===== src/rtl/cursor_roi_ctrl_if.sv =====
// Signal bundle between cursor_roi_ctrl and its environment:
// buttons, switches and frame pulse inward; cursor position and committed ROI outward.
interface cursor_roi_ctrl_if;
  localparam int unsigned CW = 13;

  logic [3:0]    KEY;
  logic [9:0]    SW;
  logic          frame_start;
  logic [CW-1:0] cur_row;
  logic [CW-1:0] cur_col;
  logic [CW-1:0] roi_min_row;
  logic [CW-1:0] roi_max_row;
  logic [CW-1:0] roi_min_col;
  logic [CW-1:0] roi_max_col;
  logic          roi_valid;
  logic [1:0]    roi_state;

  modport master (
    output KEY, SW, frame_start,
    input  cur_row, cur_col, roi_min_row, roi_max_row,
           roi_min_col, roi_max_col, roi_valid, roi_state
  );

  modport slave (
    input  KEY, SW, frame_start,
    output cur_row, cur_col, roi_min_row, roi_max_row,
           roi_min_col, roi_max_col, roi_valid, roi_state
  );
endinterface


===== src/rtl/cursor_roi_ctrl.sv =====
// Cursor stepping, two-corner ROI lock FSM and frame-synchronous ROI publication.
// Optional macro CURSOR_ACCEL_EN doubles the step after a run of same-direction ticks.
module cursor_roi_ctrl #(
  parameter int unsigned H_LIMIT     = 640,
  parameter int unsigned V_LIMIT     = 480,
  parameter int unsigned VELOCITY    = 8,
  parameter int unsigned TICK_DIV    = 2097152,
  parameter int unsigned ACCEL_TICKS = 8
) (
  input  logic               CLOCK_50,
  input  logic               reset,
  cursor_roi_ctrl_if.slave   bus
);
  localparam int unsigned CW = 13;
  localparam int unsigned SW_W = 14;
  localparam int unsigned TW = (TICK_DIV > 1) ? $clog2(TICK_DIV) : 1;
  localparam logic [CW-1:0]          ROW_CTR   = CW'(V_LIMIT / 2);
  localparam logic [CW-1:0]          COL_CTR   = CW'(H_LIMIT / 2);
  localparam logic [TW-1:0]          TICK_LAST = TW'(TICK_DIV - 1);
  localparam logic signed [SW_W-1:0] H_S       = SW_W'(H_LIMIT);
  localparam logic signed [SW_W-1:0] V_S       = SW_W'(V_LIMIT);

  typedef enum logic [1:0] {S_OFF = 2'd0, S_READY = 2'd1, S_LOCK1 = 2'd2, S_LOCK2 = 2'd3} roi_state_e;
  typedef enum logic [1:0] {DIR_LEFT = 2'd0, DIR_UP = 2'd1, DIR_DOWN = 2'd2, DIR_RIGHT = 2'd3} dir_e;

  typedef struct packed {
    logic [CW-1:0] min_row;
    logic [CW-1:0] max_row;
    logic [CW-1:0] min_col;
    logic [CW-1:0] max_col;
    logic          valid;
  } roi_t;

  // Input synchronisers; sw bits packed as {lock, draw, enable}
  logic [3:0] key_s1, key_s2;
  logic [2:0] sw_s1, sw_s2;
  logic       lock_s3;
  logic       unused_sw;

  assign unused_sw = ^{bus.SW[9:7], bus.SW[4:1]};

  always_ff @(posedge CLOCK_50) begin
    if (reset) begin
      key_s1  <= '1;
      key_s2  <= '1;
      sw_s1   <= '0;
      sw_s2   <= '0;
      lock_s3 <= 1'b0;
    end else begin
      key_s1  <= bus.KEY;
      key_s2  <= key_s1;
      sw_s1   <= {bus.SW[6], bus.SW[5], bus.SW[0]};
      sw_s2   <= sw_s1;
      lock_s3 <= sw_s2[2];
    end
  end

  logic en_c, draw_c, lock_c, lock_rise_c, lock_fall_c;
  assign en_c        = sw_s2[0];
  assign draw_c      = sw_s2[1];
  assign lock_c      = sw_s2[2];
  assign lock_rise_c = lock_c & ~lock_s3;
  assign lock_fall_c = ~lock_c & lock_s3;

  // Movement tick
  logic [TW-1:0] tick_cnt;
  logic          tick_c;
  assign tick_c = (tick_cnt == TICK_LAST);

  always_ff @(posedge CLOCK_50) begin
    if (reset || tick_c) tick_cnt <= '0;
    else                 tick_cnt <= tick_cnt + TW'(1);
  end

  logic [3:0] pressed_c;
  logic       any_key_c;
  dir_e       dir_c;
  assign pressed_c = ~key_s2;
  assign any_key_c = |pressed_c;

  always_comb begin
    dir_c = DIR_RIGHT;
    if      (pressed_c[3]) dir_c = DIR_LEFT;
    else if (pressed_c[2]) dir_c = DIR_UP;
    else if (pressed_c[1]) dir_c = DIR_DOWN;
  end

  logic signed [SW_W-1:0] step_c;

`ifdef CURSOR_ACCEL_EN
  localparam int unsigned RW = $clog2(ACCEL_TICKS + 1);
  localparam logic [RW-1:0] RUN_MAX = RW'(ACCEL_TICKS);

  logic [RW-1:0] run_q, run_d;
  dir_e          pdir_q;
  logic          pdir_vld_q;

  // Run length saturates at ACCEL_TICKS; step uses the count including this tick
  always_comb begin
    run_d = '0;
    if (pdir_vld_q && (pdir_q == dir_c))
      run_d = (run_q == RUN_MAX) ? run_q : run_q + RW'(1);
  end

  assign step_c = (run_d >= RUN_MAX) ? SW_W'(2 * VELOCITY) : SW_W'(VELOCITY);

  always_ff @(posedge CLOCK_50) begin
    if (reset || !en_c || !any_key_c) begin
      run_q      <= '0;
      pdir_q     <= DIR_LEFT;
      pdir_vld_q <= 1'b0;
    end else if (tick_c) begin
      run_q      <= run_d;
      pdir_q     <= dir_c;
      pdir_vld_q <= 1'b1;
    end
  end
`else
  assign step_c = SW_W'(VELOCITY);
`endif

  // Cursor stepping with single wrap at screen edges
  logic [CW-1:0]          cur_row_q, cur_col_q, row_nxt_c, col_nxt_c;
  logic signed [SW_W-1:0] row_s_c, col_s_c, row_mv_c, col_mv_c;
  assign row_s_c = $signed({1'b0, cur_row_q});
  assign col_s_c = $signed({1'b0, cur_col_q});

  always_comb begin
    row_mv_c = row_s_c;
    col_mv_c = col_s_c;
    unique case (dir_c)
      DIR_LEFT: begin
        col_mv_c = col_s_c - step_c;
        if (col_mv_c < 14'sd0) col_mv_c = col_mv_c + H_S;
      end
      DIR_RIGHT: begin
        col_mv_c = col_s_c + step_c;
        if (col_mv_c >= H_S) col_mv_c = col_mv_c - H_S;
      end
      DIR_UP: begin
        row_mv_c = row_s_c - step_c;
        if (row_mv_c < 14'sd0) row_mv_c = row_mv_c + V_S;
      end
      DIR_DOWN: begin
        row_mv_c = row_s_c + step_c;
        if (row_mv_c >= V_S) row_mv_c = row_mv_c - V_S;
      end
    endcase
    row_nxt_c = CW'(row_mv_c);
    col_nxt_c = CW'(col_mv_c);
  end

  always_ff @(posedge CLOCK_50) begin
    if (reset || !en_c) begin
      cur_row_q <= ROW_CTR;
      cur_col_q <= COL_CTR;
    end else if (tick_c && any_key_c) begin
      cur_row_q <= row_nxt_c;
      cur_col_q <= col_nxt_c;
    end
  end

  // Second corner is the current cursor; it feeds the pending bounds directly
  logic [CW-1:0] p1_row_q, p1_col_q, p1_row_d, p1_col_d;
  logic [CW-1:0] lo_row_c, hi_row_c, lo_col_c, hi_col_c;
  logic          sel_ok_c;
  assign lo_row_c = (p1_row_q < cur_row_q) ? p1_row_q : cur_row_q;
  assign hi_row_c = (p1_row_q < cur_row_q) ? cur_row_q : p1_row_q;
  assign lo_col_c = (p1_col_q < cur_col_q) ? p1_col_q : cur_col_q;
  assign hi_col_c = (p1_col_q < cur_col_q) ? cur_col_q : p1_col_q;
  assign sel_ok_c = (lo_row_c < hi_row_c) && (lo_col_c < hi_col_c);

  roi_state_e state_q, state_d;
  roi_t       pend_q, pend_d, roi_q;

  always_ff @(posedge CLOCK_50) begin
    if (reset) begin
      state_q  <= S_OFF;
      p1_row_q <= '0;
      p1_col_q <= '0;
      pend_q   <= '0;
    end else begin
      state_q  <= state_d;
      p1_row_q <= p1_row_d;
      p1_col_q <= p1_col_d;
      pend_q   <= pend_d;
    end
  end

  // Lock FSM; a degenerate selection leaves the pending ROI fully cleared
  always_comb begin
    state_d  = state_q;
    p1_row_d = p1_row_q;
    p1_col_d = p1_col_q;
    pend_d   = pend_q;
    if (!en_c || !draw_c) begin
      state_d = S_OFF;
      pend_d  = '0;
    end else begin
      unique case (state_q)
        S_OFF:   state_d = S_READY;
        S_READY: if (lock_c) begin
          state_d  = S_LOCK1;
          p1_row_d = cur_row_q;
          p1_col_d = cur_col_q;
        end
        S_LOCK1: if (lock_fall_c) begin
          state_d = S_LOCK2;
          pend_d  = sel_ok_c ? '{lo_row_c, hi_row_c, lo_col_c, hi_col_c, 1'b1} : '0;
        end
        S_LOCK2: if (lock_rise_c) begin
          state_d  = S_LOCK1;
          p1_row_d = cur_row_q;
          p1_col_d = cur_col_q;
        end
      endcase
    end
  end

  // Published ROI changes only on frame_start
  always_ff @(posedge CLOCK_50) begin
    if (reset)                roi_q <= '0;
    else if (bus.frame_start) roi_q <= pend_q;
  end

  assign bus.cur_row     = cur_row_q;
  assign bus.cur_col     = cur_col_q;
  assign bus.roi_min_row = roi_q.min_row;
  assign bus.roi_max_row = roi_q.max_row;
  assign bus.roi_min_col = roi_q.min_col;
  assign bus.roi_max_col = roi_q.max_col;
  assign bus.roi_valid   = roi_q.valid;
  assign bus.roi_state   = state_q;
endmodule


===== src/flat_wrapper.sv =====
// flat-port wrapper written by rule: the top's interface ports become plain ports
module cursor_roi_ctrl_flat 
#(
  parameter int unsigned H_LIMIT     = 640,
  parameter int unsigned V_LIMIT     = 480,
  parameter int unsigned VELOCITY    = 8,
  parameter int unsigned TICK_DIV    = 2097152,
  parameter int unsigned ACCEL_TICKS = 8
)
  (CLOCK_50, reset, bus_KEY, bus_SW, bus_frame_start, bus_cur_row, bus_cur_col, bus_roi_min_row, bus_roi_max_row, bus_roi_min_col, bus_roi_max_col, bus_roi_valid, bus_roi_state);
  cursor_roi_ctrl_if bus_i ();
  input  logic CLOCK_50;
  input  logic reset;
  input wire logic [$bits(bus_i.KEY)-1:0] bus_KEY;
  input wire logic [$bits(bus_i.SW)-1:0] bus_SW;
  input wire logic [$bits(bus_i.frame_start)-1:0] bus_frame_start;
  output wire logic [$bits(bus_i.cur_row)-1:0] bus_cur_row;
  output wire logic [$bits(bus_i.cur_col)-1:0] bus_cur_col;
  output wire logic [$bits(bus_i.roi_min_row)-1:0] bus_roi_min_row;
  output wire logic [$bits(bus_i.roi_max_row)-1:0] bus_roi_max_row;
  output wire logic [$bits(bus_i.roi_min_col)-1:0] bus_roi_min_col;
  output wire logic [$bits(bus_i.roi_max_col)-1:0] bus_roi_max_col;
  output wire logic [$bits(bus_i.roi_valid)-1:0] bus_roi_valid;
  output wire logic [$bits(bus_i.roi_state)-1:0] bus_roi_state;
  assign bus_i.KEY = bus_KEY;
  assign bus_i.SW = bus_SW;
  assign bus_i.frame_start = bus_frame_start;
  assign bus_cur_row = bus_i.cur_row;
  assign bus_cur_col = bus_i.cur_col;
  assign bus_roi_min_row = bus_i.roi_min_row;
  assign bus_roi_max_row = bus_i.roi_max_row;
  assign bus_roi_min_col = bus_i.roi_min_col;
  assign bus_roi_max_col = bus_i.roi_max_col;
  assign bus_roi_valid = bus_i.roi_valid;
  assign bus_roi_state = bus_i.roi_state;
  cursor_roi_ctrl #(.H_LIMIT(H_LIMIT), .V_LIMIT(V_LIMIT), .VELOCITY(VELOCITY), .TICK_DIV(TICK_DIV), .ACCEL_TICKS(ACCEL_TICKS)) u_core (.CLOCK_50(CLOCK_50), .reset(reset), .bus(bus_i));
endmodule

===== config.mk =====
export PLATFORM = sky130hd
export DESIGN_NAME = cursor_roi_ctrl_flat
export DESIGN_NICKNAME = d
export VERILOG_FILES = /design/src/rtl/cursor_roi_ctrl_if.sv /design/src/rtl/cursor_roi_ctrl.sv /design/src/flat_wrapper.sv
export SDC_FILE = /design/constraint.sdc
export NUM_CORES = 1
export LEC_CHECK = 0
export CORE_ASPECT_RATIO = 0.5
export CORE_MARGIN = 2
export CORE_UTILIZATION = 35
export CTS_CLUSTER_DIAMETER = 120
export DETAILED_ROUTE_END_ITERATION = 7
export PLACE_DENSITY_LB_ADDON = 0.25
export RECOVER_POWER = 25
export SLEW_MARGIN = 20
export SYNTH_ARGS = -nofsm -noshare
export SYNTH_HDL_FRONTEND = slang
export SYNTH_SLANG_ARGS = --single-unit

===== constraint.sdc =====
create_clock -name CLOCK_50 -period 8.91 [get_ports CLOCK_50]
set_clock_uncertainty 0.2 [all_clocks]
set_input_delay 1.3365 -clock CLOCK_50 [delete_from_list [all_inputs] [get_ports CLOCK_50]]
set_output_delay 1.3365 -clock CLOCK_50 [all_outputs]
set_load 0.02 [all_outputs]

Word-level counts from Yosys, hierarchy flattened
Index checks and enable logic that the tools add are counted.

$add $sub $neg: 9. $lt $le $gt $ge: 8. Equality and inequality tests: 10. Multiplexer cells: 24. Bitwise gates (word level): 6. Reductions and logical operators: 19.

Operators by type and width (number): 13-bit two-way mux (12); 13-bit case mux with 2 select lines (4); 53-bit two-way mux (1); 13-bit < comparator (4); 13-bit by 4-bit adder with 14-bit output (second input constant) (2); 14-bit by 1-bit < comparator with 1-bit output (second input constant) (2); 13-bit by 4-bit subtractor with 14-bit output (second input constant) (2); 21-bit by 1-bit adder with 21-bit output (second input constant) (1); 21-bit == test (second input constant) (1); 14-bit by 10-bit >= comparator with 1-bit output (second input constant) (1); 14-bit by 11-bit >= comparator with 1-bit output (second input constant) (1); 13-bit by 10-bit adder with 13-bit output (second input constant) (1); 13-bit by 11-bit adder with 13-bit output (second input constant) (1); 13-bit by 10-bit subtractor with 13-bit output (second input constant) (1); 13-bit by 11-bit subtractor with 13-bit output (second input constant) (1); 2-bit two-way mux (5); 2-bit == test (second input constant) (4); 2-bit case mux with 4 select lines (1); 2-bit by 1-bit inequality test with 1-bit output (second input constant) (3); 2-bit AND reduction (3); 2-bit nonzero test (3); 2-bit by 1-bit == test with 1-bit output (second input constant) (2); 2-bit zero test (2); 4-bit NOT (1); 10 further kinds (17).

Bits in registers: 196. Input bits: 17. Output and inout port bits: 81. Word-level logic and storage cells: 97.

Logic depth before layout (Yosys ltp)
Depth in word-level cells: 7. Mapped depth: 13. Depth with buffers taken out: 11.

Worst setup path after synthesis
No wires, ideal clock.

Path kind: register to register. Start point: register u_core.cur_row_q[10], in the netlist u_core.bus.cur_row[10]. End point: register u_core.pend_q[10] (netlist bit). Library setup time: 0.084 ns. Data arrival time: 3.292 ns. Data required time: 8.626 ns. Path slack: 5.334 ns. Cell stages (with the launch flop): 14. Path buffers: 3. Clock period less this slack: 3.576 ns. Cell sequence: dfxtp_1 clkbuf_1 clkinv_1 ha_1 nand4_1 or3_4 o21ba_4 nand2_2 buf_6 o211ai_1 a31oi_1 o2111ai_2 buf_6 o31ai_2.

Cells in the longest elaborated chain, start to end: 5. Elaborated cells between the ends (all ways): 6. Those cells by class: order compare: 2; mux: 3; reduce/logical: 1.

RTL lines: start: declaration (RTL line cursor_roi_ctrl.sv:123) `logic [CW-1:0] cur_row_q, cur_col_q, row_nxt_c, col_nxt_c;`; start signal: assignment (RTL line cursor_roi_ctrl.sv:158) `cur_row_q <= row_nxt_c;`; 13-bit < comparator (RTL line cursor_roi_ctrl.sv:167, cursor_roi_ctrl.sv:168); 13-bit two-way mux, on equally long branches (RTL line cursor_roi_ctrl.sv:167, cursor_roi_ctrl.sv:168); 13-bit < comparator (*) (RTL line cursor_roi_ctrl.sv:171) `assign sel_ok_c = (lo_row_c < hi_row_c) && (lo_col_c < hi_col_c);`; 1-bit logical AND (*) (RTL line cursor_roi_ctrl.sv:171); 53-bit two-way mux (*) (RTL line cursor_roi_ctrl.sv:209) `pend_d = sel_ok_c ? '{lo_row_c, hi_row_c, lo_col_c, hi_col_c, 1'b1} : '0;`; end signal: assignment (RTL line cursor_roi_ctrl.sv:186) `pend_q <= pend_d;`; end: declaration (RTL line cursor_roi_ctrl.sv:174) `roi_t pend_q, pend_d, roi_q;`.

Every way passes the cells marked *; elsewhere a longest branch is shown, timed or not. A chain may end at the register's enable or synchronous reset.

Worst setup path after layout
Start point: input port reset. End point: register u_core.pend_q[30] (netlist bit).

Cells in the longest elaborated chain, start to end: 1.

RTL lines: start: declaration (RTL line flat_wrapper.sv:13) `input logic reset;`; 2-bit OR reduction (no line).

Every way passes these cells.

==> results by group <==
Run status
  – Outcome: complete, but fails checks
  – Failing checks: capacitance limit, slew limit

Routing
  – Routed WL: 23,000 µm
  – Vias per cell: 5.21
  – WL/cell: 16.1 µm
  – DR iter-0 viols: 675
  – DRC: 0
  – Via count: 7,445
  – Final antenna-violating net count: 0
  – DRT Pass-1 Iters: 5

Timing
  – Slew HR: -155%
  – RSZ-0062 raised after global routing: false
  – TNS Setup: 0 ns
  – # setup viols final: 0
  – Period utilization: 63.6%
  – Fin crit period: 5.67 ns
  – Final Max Tran Viols: 83
  – Hold Violations, Final: 0
  – Slew @ Worst Pin: 3.82 ns
  – Fmax: 176 MHz

Synth
  – Mapped Area: 8790 µm²
  – Asr flop ratio synth: 0%
  – Post-Synthesis Cells: 1,057
  – Synth Register Bits: 160
  – Seq/Total Area, Yosys: 36.4%
  – Yosys warns: 0
  – Top_reg_cell synth: dfxtp_1
  – Synth cell types: 73
  – Avg Cell Area, Syn: 8.32 µm²
  – Post-synth EDFFs: 0

Critical path
  – Worst Path Required: 9.01 ns
  – Critical path's slowest cell: clkbuf_1
  – Slowest cell delay on critical path: 2.66 ns
  – Startpoint types: input port
  – CP Buf/Inv Count: 3
  – CP delay by family, top: buffers and inverters
  – CP Max Fanout: 82
  – CP Class: in2reg
  – CP Cell Sequence: buf_2 -> clkbuf_1 -> nor2b_1 -> and3_1 -> o311ai_1 -> nor4b_2 -> o2111ai_4 -> buf_4 -> o31ai_1
  – CP Capture Type: register
  – Worst Path Arrival: 5.77 ns

Floorplan
  – Initial Util: 36.1%
  – FP Rows: 40
  – Die area: 26,500 µm²
  – Die height: 116 µm
  – Die X: 228 µm
  – IO Pins: 98
  – Total core area: 24,300 µm²

Clock network
  – Num CTS Buffers: 17
  – CTS Buffer Depth: 2
  – Clock tree from TritonCTS: yes
  – Setup bufs post-CTS: 0
  – Skew-Pair Late Insertion Delay: 0.45 ns
  – # resized after CTS: 0
  – Num Clock Sinks: 160
  – CTS root buffer: clkbuf_16
  – H-tree depth: 4
  – CTS clk-pin slew, worst paths: 0.06 ns
  – Post-CTS Hold Buffers: 0

Cells and area
  – Largest register by flop count: u_core.pend_q
  – Largest regs: u_core.pend_q x41, u_core.tick_cnt x21
  – Fin area: 10,200 µm²
  – Max reg flops: 41
  – Share of cells above drive strength 1: 9.24%
  – Area Growth Syn to Fin: 16.5%
  – Nets@finish: 1,128
  – Number of diodes: 0

GRT
  – Total grt overflow: 0
  – First-pass GRT wire length: 37,400 µm
  – Largest net degree at the start of global routing: 83
  – Initial antenna violation count: 0
  – Vias in the first global route: 6,958
  – All-Layer GR Usage: 17.9%

Power and ir drop
  – Clock network fraction of total power: 51.3%
  – Internal power: 0.00123 W
  – Static Leak: 3.73 nW
  – Sw frac: 22.2%
  – Net switching power: 0.000349 W
  – Combinational Power Share: 3.0%
  – Peak ir drop on the vdd network: 0.109 mV
  – Seq pwr share: 45.8%
  – P per Cell Area: 154 nW/µm²

Run
  – MaxCap Viol Count: 1

Hold path
  – Hold Crit Class: reg2reg

Placed design
  – IO buf count: 72
  – Detailed placer's ending HPWL: 16,100 µm
  – GP Congestion: 0.873
  – Post-DP Area: 9600 µm²
[power groups by stage]
stage | Sequential, W | Clock, W | Combinational, W
6_report | 0.000722 | 0.000808 | 0.0000466
5_1_grt | 0.000722 | 0.000859 | 0.0000515
4_1_cts | 0.000721 | 0.000826 | 0.0000466
3_5_place_dp | 0.000738 | 0 | 0.0000466
3_3_place_gp | 0.000738 | 0 | 0.0000461
2_1_floorplan | 0.000737 | 0 | 0.0000420
[synth_stat cells, types with 3 or more instances]
master	number	area [µm²]
o31ai_1	6	45.0
mux2i_1	55	551
a211oi_1	3	22.5
buf_6	5	56.3
a41oi_1	3	26.3
or2_2	11	68.8
o21a_1	6	45.0
a21o_1	4	30.0
nor4_1	10	62.6
nand3_1	31	155
dfxtp_1	160	3200
clkinv_1	6	22.5
buf_1	5	18.8
and3_1	12	75.1
xor2_1	17	149
o22ai_1	8	50.1
nor3_1	22	110
xnor2_1	28	245
nand2_1	127	477
o31ai_2	39	488
nand2b_1	8	50.1
a211o_1	4	35.0
inv_1	24	90.1
nand4_1	20	125
and4_1	9	78.8
nor2b_1	9	56.3
o21ai_0	22	110
or3_1	8	50.1
nand3b_1	5	37.5
and4b_1	3	30.0
nor2_1	126	473
and2_1	4	25.0
ha_1	31	388
buf_4	23	173
clkbuf_1	58	218
o21ai_1	7	35.0
o211ai_1	10	75.1
o311ai_1	3	26.3
a21oi_1	71	355
a31oi_1	13	81.3
[placed cells by master (no fill, tap or decap), types with 7 or more instances in the layout]
cell,netlist,final
nand2b_1,8,8
nor3_1,22,22
mux2i_1,55,55
or2_2,11,11
clkbuf_16,0,17
clkdlybuf4s50_1,0,70
and3_1,12,12
nor2_1,126,124
xor2_1,17,17
a21oi_1,71,71
nor4_1,10,10
or3_1,8,8
xnor2_1,28,28
o31ai_2,39,39
inv_1,24,24
nor2b_1,9,9
o21ai_0,22,22
ha_1,31,31
o21ai_1,7,7
conb_1,1,18
and4_1,9,9
nand2_1,127,127
nand4_1,20,20
o211ai_1,10,10
nand3_1,31,31
dfxtp_1,160,160
o22ai_1,8,8
a31oi_1,13,13
[cell type report]
cell class | instances | area (µm²)
Clock buffer | 20 | 457
Fill cell | 2472 | 14100
Clock inverter | 12 | 195
Timing Repair Buffer | 79 | 759
Multi-Input combinational cell | 792 | 5100
Inverter | 30 | 113
Sequential cell | 160 | 3200
Tap cell | 336 | 420
[final timing paths]
check,startpoint,endpoint,slack (ns),cells past startpoint
worst max-delay path,reset,u_core.pend_q[30]$_SDFFE_PP0P_,3.24,9
worst min-delay path,u_core.key_s1[2]$_SDFF_PP1_,u_core.key_s2[2]$_SDFF_PP1_,0.21,1
worst max register to register,u_core.bus.cur_col[6]$_SDFFE_PP1P_,u_core.pend_q[4]$_SDFFE_PP0P_,4.04,11
worst min register to register,u_core.key_s1[2]$_SDFF_PP1_,u_core.key_s2[2]$_SDFF_PP1_,0.21,1
[layer usage]
| layer | routed length, µm | track usage, % | up-vias |
|---|---|---|---|
| met5 | 0 | 0 | - |
| met4 | 340 | 6.10 | 0 |
| met3 | 1360 | 4.90 | 32 |
| met2 | 9200 | 25.6 | 208 |
| met1 | 12100 | 25.8 | 3451 |
| li1 | - | - | 3754 |
[cells by family after synthesis]
logic type | count (synthesis) | synth area share, %
XOR/XNOR | 45 | 4.48
flip-flops | 160 | 36.4
AND/OR/NAND/NOR | 418 | 22.7
multiplexers | 56 | 6.39
other | 1 | 0.0427
AO/OA/AOI/OAI | 223 | 18.8
buffers and inverters | 122 | 6.63
adder cells (fa/ha/maj) | 32 | 4.53
[through the flow]
| stage | hold slack [ns] | worst slack (ns) | std cells | power [W] | utilization (%) |
|---|---|---|---|---|---|
| 2_1_floorplan | 0.189 | 5.33 | 1074 | 0.000779 | - |
| 6_report | 0.210 | 3.24 | 1429 | 0.00158 | 42.1 |
| 4_1_cts | 0.214 | 3.99 | 1429 | 0.00159 | 42.1 |
| 3_3_place_gp | 0.195 | 4.07 | 1397 | 0.000784 | 39.5 |
| 5_1_grt | 0.226 | 2.76 | 1429 | 0.00163 | 42.1 |
| 3_5_place_dp | 0.199 | 4.02 | 1397 | 0.000784 | 39.5 |
Power figures use the tool's default switching activity.
